$ cat src/rtl/ibram_reader.sv
// ibram_reader: instruction fetch front end for a single-port BRAM.
// Accepts one word request per cycle and checks it against the mapped
// window. Legal requests are issued to the BRAM in the accept cycle.
// Responses return in order through a 2-entry FIFO, and illegal requests
// come back as error responses.
module ibram_reader #(
  parameter int unsigned DATA_WIDTH = 32,
  parameter int unsigned ADDR_WIDTH = 10,
  parameter logic [31:0] BASE_ADDR  = 32'h1FC0_0000
) (
  input  logic                  clk,
  input  logic                  resetn,
  input  logic                  req_valid,
  output logic                  req_ready,
  input  logic [31:0]           req_addr,
  input  logic                  flush,
  output logic                  resp_valid,
  input  logic                  resp_ready,
  output logic [DATA_WIDTH-1:0] resp_data,
  output logic                  resp_err,
  output logic                  bram_en,
  output logic [ADDR_WIDTH-1:0] bram_addr,
  output logic                  bram_we,
  input  logic [DATA_WIDTH-1:0] bram_rdata
);

  localparam int unsigned FIFO_DEPTH = 2;
  localparam int unsigned SHIFT      = ADDR_WIDTH + 2;

  logic [31:0]           offset;
  logic                  addr_legal;
  logic [ADDR_WIDTH-1:0] word_addr;
  logic                  accept;
  logic                  pop;
  logic                  push;
  logic [1:0]            occupancy;
  logic [1:0]            occ_after_pop;

  logic [DATA_WIDTH-1:0] fifo_data [FIFO_DEPTH];
  logic [1:0]            fifo_err;
  logic                  wr_ptr;
  logic                  rd_ptr;
  logic [1:0]            count;
  logic                  infl_q;
  logic                  infl_err_q;
  logic [ADDR_WIDTH-1:0] bram_addr_q;

  // Address decode: word-aligned and inside the BRAM window (offset wraps mod 2^32)
  always_comb begin
    offset     = req_addr - BASE_ADDR;
    addr_legal = (req_addr[1:0] == 2'b00) && ((offset >> SHIFT) == 32'd0);
    word_addr  = offset[ADDR_WIDTH+1:2];
  end

  // Handshake and BRAM port; a pop in the same cycle frees a slot for a new request
  always_comb begin
    resp_valid    = (count != 2'd0);
    pop           = resp_valid && resp_ready;
    push          = infl_q;
    occupancy     = count + 2'(infl_q);
    occ_after_pop = occupancy - 2'(pop);
    req_ready     = resetn && !flush && (occ_after_pop < 2'(FIFO_DEPTH));
    accept        = req_valid && req_ready;
    bram_en       = accept && addr_legal;
    bram_addr     = bram_en ? word_addr : bram_addr_q;
    bram_we       = 1'b0;
  end

  // Response head; data forced to zero for error entries and when empty
  always_comb begin
    resp_err  = resp_valid && fifo_err[rd_ptr];
    resp_data = (resp_valid && !fifo_err[rd_ptr]) ? fifo_data[rd_ptr] : '0;
  end

  // In-flight slot tracks the request whose BRAM data arrives next cycle
  always_ff @(posedge clk or negedge resetn) begin
    if (!resetn) begin
      infl_q      <= 1'b0;
      infl_err_q  <= 1'b0;
      bram_addr_q <= '0;
    end else begin
      if (flush) begin
        infl_q     <= 1'b0;
        infl_err_q <= 1'b0;
      end else begin
        infl_q     <= accept;
        infl_err_q <= accept && !addr_legal;
      end
      if (bram_en) bram_addr_q <= word_addr;
    end
  end

  // FIFO control: flush empties it; simultaneous push and pop keep count unchanged
  always_ff @(posedge clk or negedge resetn) begin
    if (!resetn) begin
      count    <= 2'd0;
      wr_ptr   <= 1'b0;
      rd_ptr   <= 1'b0;
      fifo_err <= 2'b00;
    end else if (flush) begin
      count  <= 2'd0;
      wr_ptr <= 1'b0;
      rd_ptr <= 1'b0;
    end else begin
      if (push) begin
        fifo_err[wr_ptr] <= infl_err_q;
        wr_ptr           <= ~wr_ptr;
      end
      if (pop) rd_ptr <= ~rd_ptr;
      count <= count + 2'(push) - 2'(pop);
    end
  end

  // FIFO payload storage; validity is carried by count, so no reset needed
  always_ff @(posedge clk) begin
    if (!flush && push) fifo_data[wr_ptr] <= infl_err_q ? '0 : bram_rdata;
  end

endmodule

$ cat config.mk
export PLATFORM = sky130hd
export DESIGN_NAME = ibram_reader
export DESIGN_NICKNAME = d
export VERILOG_FILES = /design/src/rtl/ibram_reader.sv
export SDC_FILE = /design/constraint.sdc
export NUM_CORES = 1
export LEC_CHECK = 0
export CAP_MARGIN = 20
export CORE_AREA = 2 2 96 98
export CTS_CLUSTER_DIAMETER = 120
export CTS_CLUSTER_SIZE = 16
export DETAILED_ROUTE_END_ITERATION = 10
export DIE_AREA = 0 0 98 100
export HOLD_SLACK_MARGIN = 0.05
export PLACE_DENSITY_LB_ADDON = 0.08
export SLEW_MARGIN = 20
export SYNTH_ARGS = -nofsm -noshare
export SYNTH_HDL_FRONTEND = slang
export SYNTH_SLANG_ARGS = --single-unit
$ cat constraint.sdc
create_clock -name clk -period 3.3 [get_ports clk]
set_input_delay 0.66 -clock clk [delete_from_list [all_inputs] [get_ports clk]]
set_output_delay 0.66 -clock clk [all_outputs]
set_load 0.01 [all_outputs]
Word-level counts from Yosys, hierarchy flattened

Memory sizes are Yosys's and may differ from the RTL's.
Index checks and enable logic that the tools add are counted.

Latch bits: 0
Memory bits (writable): 64
Flip-flop bits (word level): 18
Memories kept: 1
Memory bits (read-only): 0
Input bits: 69

Memory list:

| memory    | depth | bits a word | read ports | clocked after Yosys merged registers in | wr ports | RTL line | source |
|---|---|---|---|---|---|---|---|
| fifo_data | 2     | 32          | 1          | 0                                       | 1        | 39       | `logic [DATA_WIDTH-1:0] fifo_data [FIFO_DEPTH];` |

Bitwise operators: 3
Reduce and logical (&&, ||, !) cells: 20
Shifts and indexed selects: 0
Order comparisons: 4
$add $sub $neg: 3
Equal/unequal tests: 0
Multiply operators: 0
Mux-type cells: 17
Div/mod/pow operators: 0

Operators with widths:

| kind                                                        | number |
|---|---|
| two-way mux 32 bit                                          | 2 |
| zero test 32 bit                                            | 1 |
| subtractor 32 x 29 -> 32 bit (second input constant)        | 1 |
| logical AND 1 bit                                           | 11 |
| two-way mux 1 bit                                           | 11 |
| two-way mux 10 bit                                          | 1 |
| nonzero test 2 bit                                          | 3 |
| less-than comparator 1 x 2 -> 1 bit (second input constant) | 2 |
| zero test 1 bit                                             | 3 |
| NOT 1 bit                                                   | 3 |
| adder 2 x 1 -> 2 bit                                        | 1 |
| bitwise mux 2 bit                                           | 1 |
| zero test 2 bit                                             | 1 |
| less-than comparator 2 bit (second input constant)          | 1 |
| two-way mux 2 bit                                           | 1 |
| AND reduction 2 bit                                         | 1 |
| subtractor 2 x 1 -> 2 bit                                   | 1 |
| demux 1 bit (select 1 bit)                                  | 1 |
| greater-or-equal comparator 1 bit (second input constant)   | 1 |

Longest topological paths before layout

Gate-level depths: netlist of the first run.

Depth after elaboration: 8
Gate-level depth with buffers: 10

Least setup slack after synthesis of the first run

No wires, ideal clock.

Kind: input -> register
From: in flush
To: reg fifo_err[1]
Setup time: 0.125 ns
Buffers on the path: 0
Setup slack: -0.439 ns
Arrival: 3.614 ns
Stages on the path: 2
Cells stage by stage: nor3b_1 -> mux2_2

Longest elaborated chain between the ends: 2

Ends and longest elaborated chain:

| element                       | RTL line | source |
|---|---|---|
| start, declared               | 16       | `input logic flush,` |
| NOT 1 bit (no line)           | -        |  |
| AND reduction 2 bit (no line) | -        |  |
| end signal, assigned by index | 106      | `fifo_err[wr_ptr] <= infl_err_q;` |
| end, declared                 | 40       | `logic [1:0] fifo_err;` |

Every way passes these cells.
A chain may end at the register's enable or synchronous reset.

Worst setup path after layout of the first run

From: reg count[1]
To: out bram_addr[2]

Longest elaborated chain between the ends: 8
Elaborated cells on any way between the ends: 9
Classes of those cells: add/sub: 2; order compare: 1; mux: 1; reduce/logical: 5

Ends and longest elaborated chain:

| element                                                                      | RTL line | source |
|---|---|---|
| start, declared                                                              | 43       | `logic [1:0] count;` |
| start signal, assigned                                                       | 110      | `count <= count + 2'(push) - 2'(pop);` |
| parallel branches: the longest is 2 deep, another holds adder 2 x 1 -> 2 bit | -        |  |
| subtractor 2 x 1 -> 2 bit (*)                                                | 61       | `occ_after_pop = occupancy - 2'(pop);` |
| less-than comparator 2 bit (*)                                               | 62       | `req_ready = resetn && !flush && (occ_after_pop < 2'(FIFO_DEPTH));` |
| logical AND 1 bit (*)                                                        | 62       |  |
| logical AND 1 bit (*)                                                        | 63       | `accept = req_valid && req_ready;` |
| logical AND 1 bit (*)                                                        | 64       | `bram_en = accept && addr_legal;` |
| two-way mux 10 bit (*)                                                       | -        |  |
| end, declared                                                                | 22       | `output logic [ADDR_WIDTH-1:0] bram_addr,` |

Every way passes the cells marked *.

==> flow_metrics.tcl, run 1 <==
set metrics [dict create \
    outcome "finished, violations left" \
    violations "setup timing" \
    multiInputGateArea_mm2 0.00111 \
    min-delay-start "bram_addr_q[5]" \
    utilization_pct 58.0 \
    synthAdderAreaFrac_pct 0.725 \
    synth-simple-area-share_pct 14.0 \
    synth_area_leaders "edfxtp_1, dfrtp_1, mux2i_1" \
    path_clk_slew_ns 0.09 \
    cts_tree "done" \
    syn-instance-count 236 \
    syn_nets 307 \
    clk_path_buf_depth 2 \
    synth_seq_cells 82 \
    grt_pass1_wl_um 11700 \
    insertion_delay_ns 0.34 \
    postSynth.asyncResetShare_pct 22.0 \
    grt_max_degree 34 \
    yosysMostFrequentCell "edfxtp_1" \
    htree_levels 3 \
    syn_area_mm2 0.00345 \
    finalCritPeriodShare_pct 104 \
    yosysSeqAreaShare_pct 68.7 \
    p_leak_nw 1.93 \
    fin_skew_ns 0.00999 \
    synth_top_family_by_area "simple AND/OR/NAND/NOR gates" \
    setup_viol 10 \
    reg2reg_depth 11 \
    pwr_density_cell_mw_per_mm2 536 \
    gp_congestion 0.690 \
    wl_um 7260 \
    synthTopCellsByCount "edfxtp_1, nor2_1, mux2i_1, nor2b_1, dfrtp_1" \
    maxSlewViolCount 0 \
    diodes 0 \
    holdPathEnd "bram_addr_q[5]" \
    grt_usage_pct 15.3 \
    synth_warnings 0 \
    ios 116 \
    die_x_um 98 \
    hpwl_um 4790 \
    antenna_found_initial 0 \
    ant_nets 0 \
    synth-edff-count 64 \
    r2r-end "bram_addr_q[2]" \
    worst_pin_slew_ns 0.594 \
    met3_length_um 427 \
    wire_per_inst_um 14.8 \
    synthFlopType "edfxtp_1" \
    critPathRequiredTime_ns 2.64 \
    finalHoldViolCount 0 \
    dr.pass1.iters 4 \
    yosysTopAreaCellShare_pct 55.7 \
    final_nets 447 \
    syn_avg_cell_area_um2 14.6 \
    syn_to_final_growth_pct 49.4 \
    layout_setup_ws_ns -0.129 \
    crit_path_start_kind "flop" \
    cts_sinks 82 \
    cts_buffers 9 \
    min_path_cells 1 \
    drv_cap 0 \
    synth-xor-area-share_pct 1.20 \
    fillers 737 \
    drc_errors 0 \
    ir_drop_mv 0.395 \
    grt_overflow 0 \
    cp-end-kind "primary output" \
    period_needed_ns 3.43 \
    power_mw 2.76 \
    highest_layer "met4" \
    hold_path.class "reg2reg" \
    drive_gt1_share_pct 19.7 \
    synthMuxAreaShare_pct 13.5 \
    arrival_ns 2.77 \
    rsz0062_at_grt "true" \
    portBuffers 114 \
    slew_headroom_pct 60.4 \
    crit_fanout 5 \
    initial_utilization_pct 38.8 \
    wl_met2_um 3680 \
    yosys.area.top_type "edfxtp_1" \
    grt_pass1_vias 2426 \
    synth_compound_area_share_pct 0 \
    r2r_slack_ns 0.88 \
    core_area_mm2 0.00889 \
    vias 2305 \
    fmax_mhz 292 \
    vias_per_cell 4.68 \
    r2r_start "count[1]" \
    synth_cell_types 27 \
    rows 35 \
    drt_iter0_drc 49 \
    die_y_um 100 \
    wl_met1_um 3090 \
    cts-root-buf "clkbuf_8" \
    seqCellArea_mm2 0.00237 \
    critPathKind "reg2out" \
    die-area_mm2 0.00980 \
]
## what timing repair did
item | 4_1_cts | 5_1_grt
setup endpoints to repair | 12 | 12
pin swaps | 6 | 6
buffers inserted | 7 | 2
gates cloned | 1 | 0
gates resized for setup | 73 | 4
hold buffers | 0 | 0
## layout make-up
class / instances / area share [%]
well taps: 111 / 2.69
clock inverters: 4 / 0.558
inverters: 4 / 0.291
flip-flops and latches: 82 / 46.0
clock buffers: 12 / 2.62
multi-input cells: 139 / 21.6
repair buffers: 140 / 26.2
## layer usage
layer	up-vias	global-route usage [%]
met4	0	4.49
li1	1110	-
met2	77	26.2
met5	-	0
met3	5	4.94
met1	1113	18.8
## worst max-delay path by stage
stage | startpoint | to | slack (ns)
finish | count[1] | bram_addr[2] | -0.13
detailed placement | resp_ready | bram_addr[2] | -0.68
floorplan | resp_ready | bram_addr[0] | 0.20
global route | count[1] | bram_addr[8] | -0.26
global placement | resp_ready | bram_addr[2] | -0.63
CTS | count[0] | bram_addr[5] | -0.13
## flip-flops by register name, summed over array words and instances (netlist names)
signal	flops
bram_addr_q	10
count	2
fifo_data	64
fifo_err	2
infl_err_q	1
infl_q	1
rd_ptr	1
wr_ptr	1
## layout by cell type, fill, tap and decap left out, drive strengths merged
master,instances
and2,1
and3b,1
and4,1
buf,37
clkbuf,12
clkdlybuf4s50,101
clkinv,2
clkinvlp,2
conb,1
dfrtp,18
dlygate4sd2,1
dlymetal6s2s,1
edfxtp,64
ha,2
inv,4
mux2,12
mux2i,33
nand2,2
nand4,1
nand4b,1
nor2,40
nor2b,33
nor3,3
nor3b,1
nor4,2
nor4b,1
nor4bb,1
xnor2,2
xnor3,1
## per-stage QoR
step / setup TNS, ns / worst slack, ns / area (µm²) / std cells / hold WS [ns]
2_1_floorplan: 0 / 0.197 / 3460 / 236 / 0.364
6_report: -1.24 / -0.129 / 5160 / 492 / 0.508
3_5_place_dp: -6.99 / -0.677 / 4860 / 468 / 0.485
3_3_place_gp: -6.52 / -0.630 / 4860 / 468 / 0.481
5_1_grt: -2.63 / -0.260 / 5160 / 492 / 0.523
4_1_cts: -1.28 / -0.135 / 5180 / 492 / 0.510
## cell families after synthesis
kind of cell / count (synthesis)
XOR/XNOR: 3
adder cells (fa/ha/maj): 2
buffers and inverters: 15
flip-flops: 82
multiplexers: 45
other: 1
AND/OR/NAND/NOR: 88
## worst max-delay path: stages (launching register included)
cell and delay, ns:
dfrtp_1 0.40, nor2_2 0.14, inv_1 0.07, and2_4 0.17, ha_4 0.26, inv_2 0.04, ha_4 0.14, xnor3_2 0.25
nand4b_4 0.13, nor3_4 0.24, buf_6 0.17, mux2_4 0.32, buf_6 0.13
## where the power goes
group / switching, mW / internal (mW)
registers: 0.0280 / 1.19
logic: 0.421 / 0.506
clock network: 0.348 / 0.274
No activity file was read; power rests on OpenSTA's default activity.
==> run 2: changes to the inputs <==
CORE_AREA = 2 2 111 113   (was 2 2 96 98)
DIE_AREA = 0 0 113 115   (was 0 0 98 100)
GPL_ROUTABILITY_DRIVEN = 0   (was default)
==> run 2 against run 1 <==
  * The run ends with DRC, setup timing left
  * Global-route usage fell by 3.2 points
  * Routed wire length rose by 4.8%
  * Count of clock-buffer cells in the layout fell by 2
  * Via count fell by 1.3%
  * Worst hold slack got worse by 0.0064 ns
==> flow_metrics.tcl, run 2 (same netlist as run 1, synthesis figures left out) <==
set metrics [dict create \
    hold_buffers 0 \
    crit_start "count[1]" \
    portBuffers 114 \
    dr.pass1.iters 7 \
    stdcell_area_mm2 0.00535 \
    layout_setup_ws_ns -0.0242 \
    pwr_density_cell_mw_per_mm2 594 \
    ios 116 \
    cts-root-buf "clkbuf_16" \
    die_y_um 115 \
    crit_path_start_kind "flop" \
    rsz0062_at_grt "true" \
    hold_path.class "reg2reg" \
    arrival_ns 2.66 \
    cp-end-kind "primary output" \
    p_leak_nw 2.01 \
    ant_nets 0 \
    die_x_um 113 \
    drive_gt1_share_pct 19.2 \
    hpwl_um 5160 \
    critPathKind "reg2out" \
    post_dp_cell_area_mm2 0.00492 \
    maxSlewViolCount 0 \
    syn_to_final_growth_pct 54.8 \
    crit_family "simple AND/OR/NAND/NOR gates" \
    clk_path_buf_depth 2 \
    grt_overflow 0 \
    fmax_mhz 301 \
    critPathMaxStageDelay_ns 0.38 \
    grt_pass1_vias 2346 \
    ir_drop_mv 0.228 \
    diodes 0 \
    wire_per_inst_um 14.4 \
    finalCritPeriodShare_pct 101 \
    outcome "finished, violations left" \
    insertion_delay_ns 0.33 \
    drc_errors 5 \
    cts_tree "done" \
    top_regs "fifo_data x64, bram_addr_q x10" \
    r2r-end "bram_addr_q[7]" \
    violations "DRC, setup timing" \
    crit_fanout 5 \
    path_buf_inv 4 \
    rows 40 \
    die-area_mm2 0.0130 \
    htree_levels 3 \
    fin_hold_ws_ns 0.502 \
    antenna_found_initial 0 \
    critical_path_depth 12 \
    drt_iter0_drc 59 \
    initial_utilization_pct 29.2 \
    cts_sinks 82 \
    finalHoldViolCount 0 \
    final_nets 447 \
    setup_viol 10 \
    layout_common_cells "clkdlybuf4s50_1, edfxtp_1, nor2_1" \
    final_common_cell "clkdlybuf4s50_1" \
    slew_headroom_pct 58.8 \
    path_clk_slew_ns 0.06 \
    vias_per_cell 4.31 \
    fin_skew_ns 0.00537 \
    worst_pin_slew_ns 0.618 \
    vias 2276 \
    critPathSlowestCell "dfrtp_1" \
    period_needed_ns 3.32 \
    r2r_slack_ns 0.85 \
    wl_um 7610 \
    core_area_mm2 0.0118 \
    critPathRequiredTime_ns 2.64 \
    r2r_start "count[1]" \
    grt_pass1_wl_um 11900 \
    reg2reg_depth 12 \
    cp-endpoint "bram_addr[9]" \
    cts_buffers 9 \
    grt_usage_pct 12.1 \
    largest_reg_flops 64 \
    path_cells "nor2_1, inv_1, and2_4, ha_4, inv_2, ha_4, xnor3_2, nand4b_4, nor3_4, buf_6, mux2_4, buf_6" \
    drv_cap 0 \
    totalNegativeSetupSlack_ns -0.207 \
    top_register "fifo_data" \
    grt_max_degree 34 \
]
## run 2: cell type report
type / instances / area (µm²)
Timing Repair Buffer: 140 / 1360
Inverter: 4 / 15.0
Multi-Input combinational cell: 139 / 1110
Clock buffer: 10 / 229
Fill cell: 1076 / 6460
Tap cell: 147 / 184
Clock inverter: 6 / 81.3
Sequential cell: 82 / 2370
## run 2: worst reg2reg max path, delay by kind of cell (launching register included)
kind,cells,cell delay [ns]
adders and majority gates,2,0.40
DFF,1,0.38
buffers and inverters,4,0.39
xor gates and xnor gates,1,0.24
muxes,1,0.31
and+or+nand+nor,4,0.62
## run 2: power breakdown
part	switching [mW]	internal, mW	total (mW)
Combinational	0.427	0.500	0.927
Sequential	0.0288	1.19	1.22
Clock	0.374	0.657	1.03
## run 2: what timing repair did
action | 4_1_cts | 5_1_grt
gates cloned | 1 | 0
endpoints found under the setup margin | 12 | 11
pin swaps | 6 | 4
resized for setup | 70 | 1
setup buffers | 4 | 3
## run 2: worst min-delay path by stage
stage	from	to	slack [ns]	depth (start not counted)
floorplan	resetn	bram_addr_q[0]	0.36	0
global placement	bram_addr_q[6]	bram_addr_q[6]	0.48	1
detailed placement	bram_addr_q[9]	bram_addr_q[9]	0.48	1
CTS	bram_addr_q[9]	bram_addr_q[9]	0.50	1
global route	bram_addr_q[3]	bram_addr_q[3]	0.51	1
finish	bram_addr_q[4]	bram_addr_q[4]	0.50	1
## run 2: routing by layer
metal	global-route usage, %	wire [µm]
met5	0	0
met3	3.16	429
met2	19.6	3690
met1	15.4	3360
met4	5.61	128
## run 2: stage by stage
step                util, %  setup slack, ns  total power, mW  cells
finish                 45.3          -0.0242             3.18    528
global route           45.3           -0.163             3.35    528
CTS                    45.5          -0.0776             3.23    527
detailed placement     41.6           -0.687             2.16    506
global placement       41.6           -0.627             2.16    506
floorplan                 -            0.197             1.69    236
==> run 3: changes to the inputs <==
GPL_TIMING_DRIVEN = 0   (was default)
==> run 3 against run 2 <==
  * The flow still finishes with violations (DRC, setup timing)
  * Power decreased by 4.0%
  * Worst setup slack got worse by 0.069 ns
  * Final area decreased by 0.42%
  * Non-clock buffer count decreased by 1
  * Clock power decreased by 13%
  * Critical path type is now in2out
  * Critical endpoint is now bram_addr[7]
  * Highest routed layer unchanged
==> flow_metrics.tcl, run 3 (same netlist as run 1, synthesis figures left out) <==
set metrics [dict create \
    outcome "finished, violations left" \
    hold_buffers 0 \
    arrival_ns 2.73 \
    final_nets 446 \
    crit_fanout 5 \
    ant_nets 0 \
    drv_cap 0 \
    grt_pass1_vias 2408 \
    seqCellArea_mm2 0.00237 \
    intPower_mw 2.22 \
    totalNegativeSetupSlack_ns -0.890 \
    fin_skew_ns 0.00522 \
    syn_to_final_growth_pct 54.2 \
    path_clk_slew_ns 0.06 \
    ir_drop_mv 0.236 \
    fmax_mhz 295 \
    critPathRequiredTime_ns 2.64 \
    clk_path_buf_depth 2 \
    pwr_density_cell_mw_per_mm2 573 \
    dr.pass1.iters 7 \
    finalCritPeriodShare_pct 103 \
    insertion_delay_ns 0.33 \
    die_x_um 113 \
    p_leak_nw 1.97 \
    vias 2278 \
    drive_gt1_share_pct 16.8 \
    fillers 1107 \
    cts_sinks 82 \
    cts_tree "done" \
    power_switching_uw 828 \
    die-area_mm2 0.0130 \
    power_mw 3.05 \
    cts-root-buf "clkbuf_16" \
    wl_um 7700 \
    rsz0062_at_grt "true" \
    clkPwrFrac_pct 29.2 \
    initial_utilization_pct 29.2 \
    pwr-share-seq_pct 40.1 \
    die_y_um 115 \
    hpwl_um 5350 \
    final_common_cell "clkdlybuf4s50_1" \
    layout_common_cells "clkdlybuf4s50_1, edfxtp_1, nor2_1" \
    htree_levels 3 \
    diodes 0 \
    hold_path.class "reg2reg" \
    finalHoldViolCount 0 \
    maxSlewViolCount 0 \
    drc_errors 5 \
    worst_pin_slew_ns 0.982 \
    slew_headroom_pct 34.5 \
    wire_per_inst_um 14.6 \
    p_sw_share_pct 27.2 \
    r2r_slack_ns 0.91 \
    largest_reg_flops 64 \
    layout_setup_ws_ns -0.0928 \
    cp-end-kind "primary output" \
    p_comb_share_pct 30.6 \
    grt_max_degree 21 \
    violations "DRC, setup timing" \
    period_needed_ns 3.39 \
    antenna_found_initial 0 \
    ios 116 \
    cts_buffers 9 \
    grt_overflow 0 \
    top_regs "fifo_data x64, bram_addr_q x10" \
    stdcell_count 527 \
    portBuffers 114 \
    dpl_worst_slack_ns -0.955 \
    drt_iter0_drc 55 \
    grt_usage_pct 12.5 \
    crit_path_start_kind "input port" \
    setup_viol 10 \
    critPathKind "in2out" \
    grt_pass1_wl_um 12100 \
    post-place-cells 502 \
    vias_per_cell 4.32 \
    core_area_mm2 0.0118 \
    rows 40 \
    multiInputGateArea_mm2 0.00111 \
    top_register "fifo_data" \
]
-- run 3: changes by cell type in the layout (fill, tap and decap cells not counted), sizes merged --
cell,change
clkinvlp,-1
buf,-6
bufinv,-2
clkdlybuf4s50,-1
clkinv,-3
clkbuf,+12
-- run 3: worst paths after layout --
path / endpoint / cells after the start / from
min in group asynchronous: bram_addr_q[6] / 1 / resetn
setup reg to reg: bram_addr_q[0] / 12 / count[0]
max in group asynchronous: infl_q / 1 / resetn
hold / removal: bram_addr_q[8] / 1 / bram_addr_q[8]
hold reg to reg: bram_addr_q[8] / 1 / bram_addr_q[8]
setup / recovery: bram_addr[7] / 12 / resp_ready
-- run 3: power groups by stage --
| stage | Clock, mW | Combinational (mW) | Sequential, mW |
|---|---|---|---|
| after floorplan | 0 | 0.469 | 1.22 |
| after global placement | 0 | 0.891 | 1.23 |
| after detailed placement | 0 | 0.912 | 1.23 |
| after CTS | 0.917 | 0.937 | 1.23 |
| after global routing | 0.970 | 1.02 | 1.23 |
| final | 0.892 | 0.933 | 1.22 |
-- run 3: metal layers --
layer  global-route usage, %  vias to the layer above  part of all wire, %
met1                    14.5                     1080                   41
met3                    3.95                       10                  6.6
met4                    4.88                        0                  1.5
met5                       0                        -                    0
met2                    21.6                       73                   50
li1                        -                     1115                    -
-- run 3: critical path, cell delays in order --
cell           delay (ns)
dlygate4sd2_1        0.23
and2_4               0.17
ha_4                 0.26
inv_2                0.04
ha_4                 0.14
xnor3_2              0.25
nand4b_4             0.12
nor3_4               0.17
buf_6                0.15
buf_12               0.12
mux2_4               0.31
buf_6                0.12
-- run 3: metrics by stage --
step / util, % / hold WS (ns) / cell area [µm²]
6_report: 45.1 / 0.501 / 5320
5_1_grt: 45.1 / 0.513 / 5320
4_1_cts: 44.9 / 0.505 / 5310
3_5_place_dp: 41.3 / 0.487 / 4880
3_3_place_gp: 40.5 / 0.478 / 4790
2_1_floorplan: - / 0.364 / 3460
-- run 3: what timing repair did --
action                     CTS  global route
buffers inserted             7             2
gates resized for setup     72             6
gates cloned                 1             0
setup endpoints to repair   33            22
pin swaps                    6             0
-- run 3: final cells by class --
cell class / count / area share, %
clock buffer: 16 / 4.91
sequential: 82 / 44.6
buffer: 10 / 0.846
timing repair buffer: 129 / 25.1
inverter: 4 / 0.282
tap: 147 / 3.45
multi-input combinational: 139 / 20.8
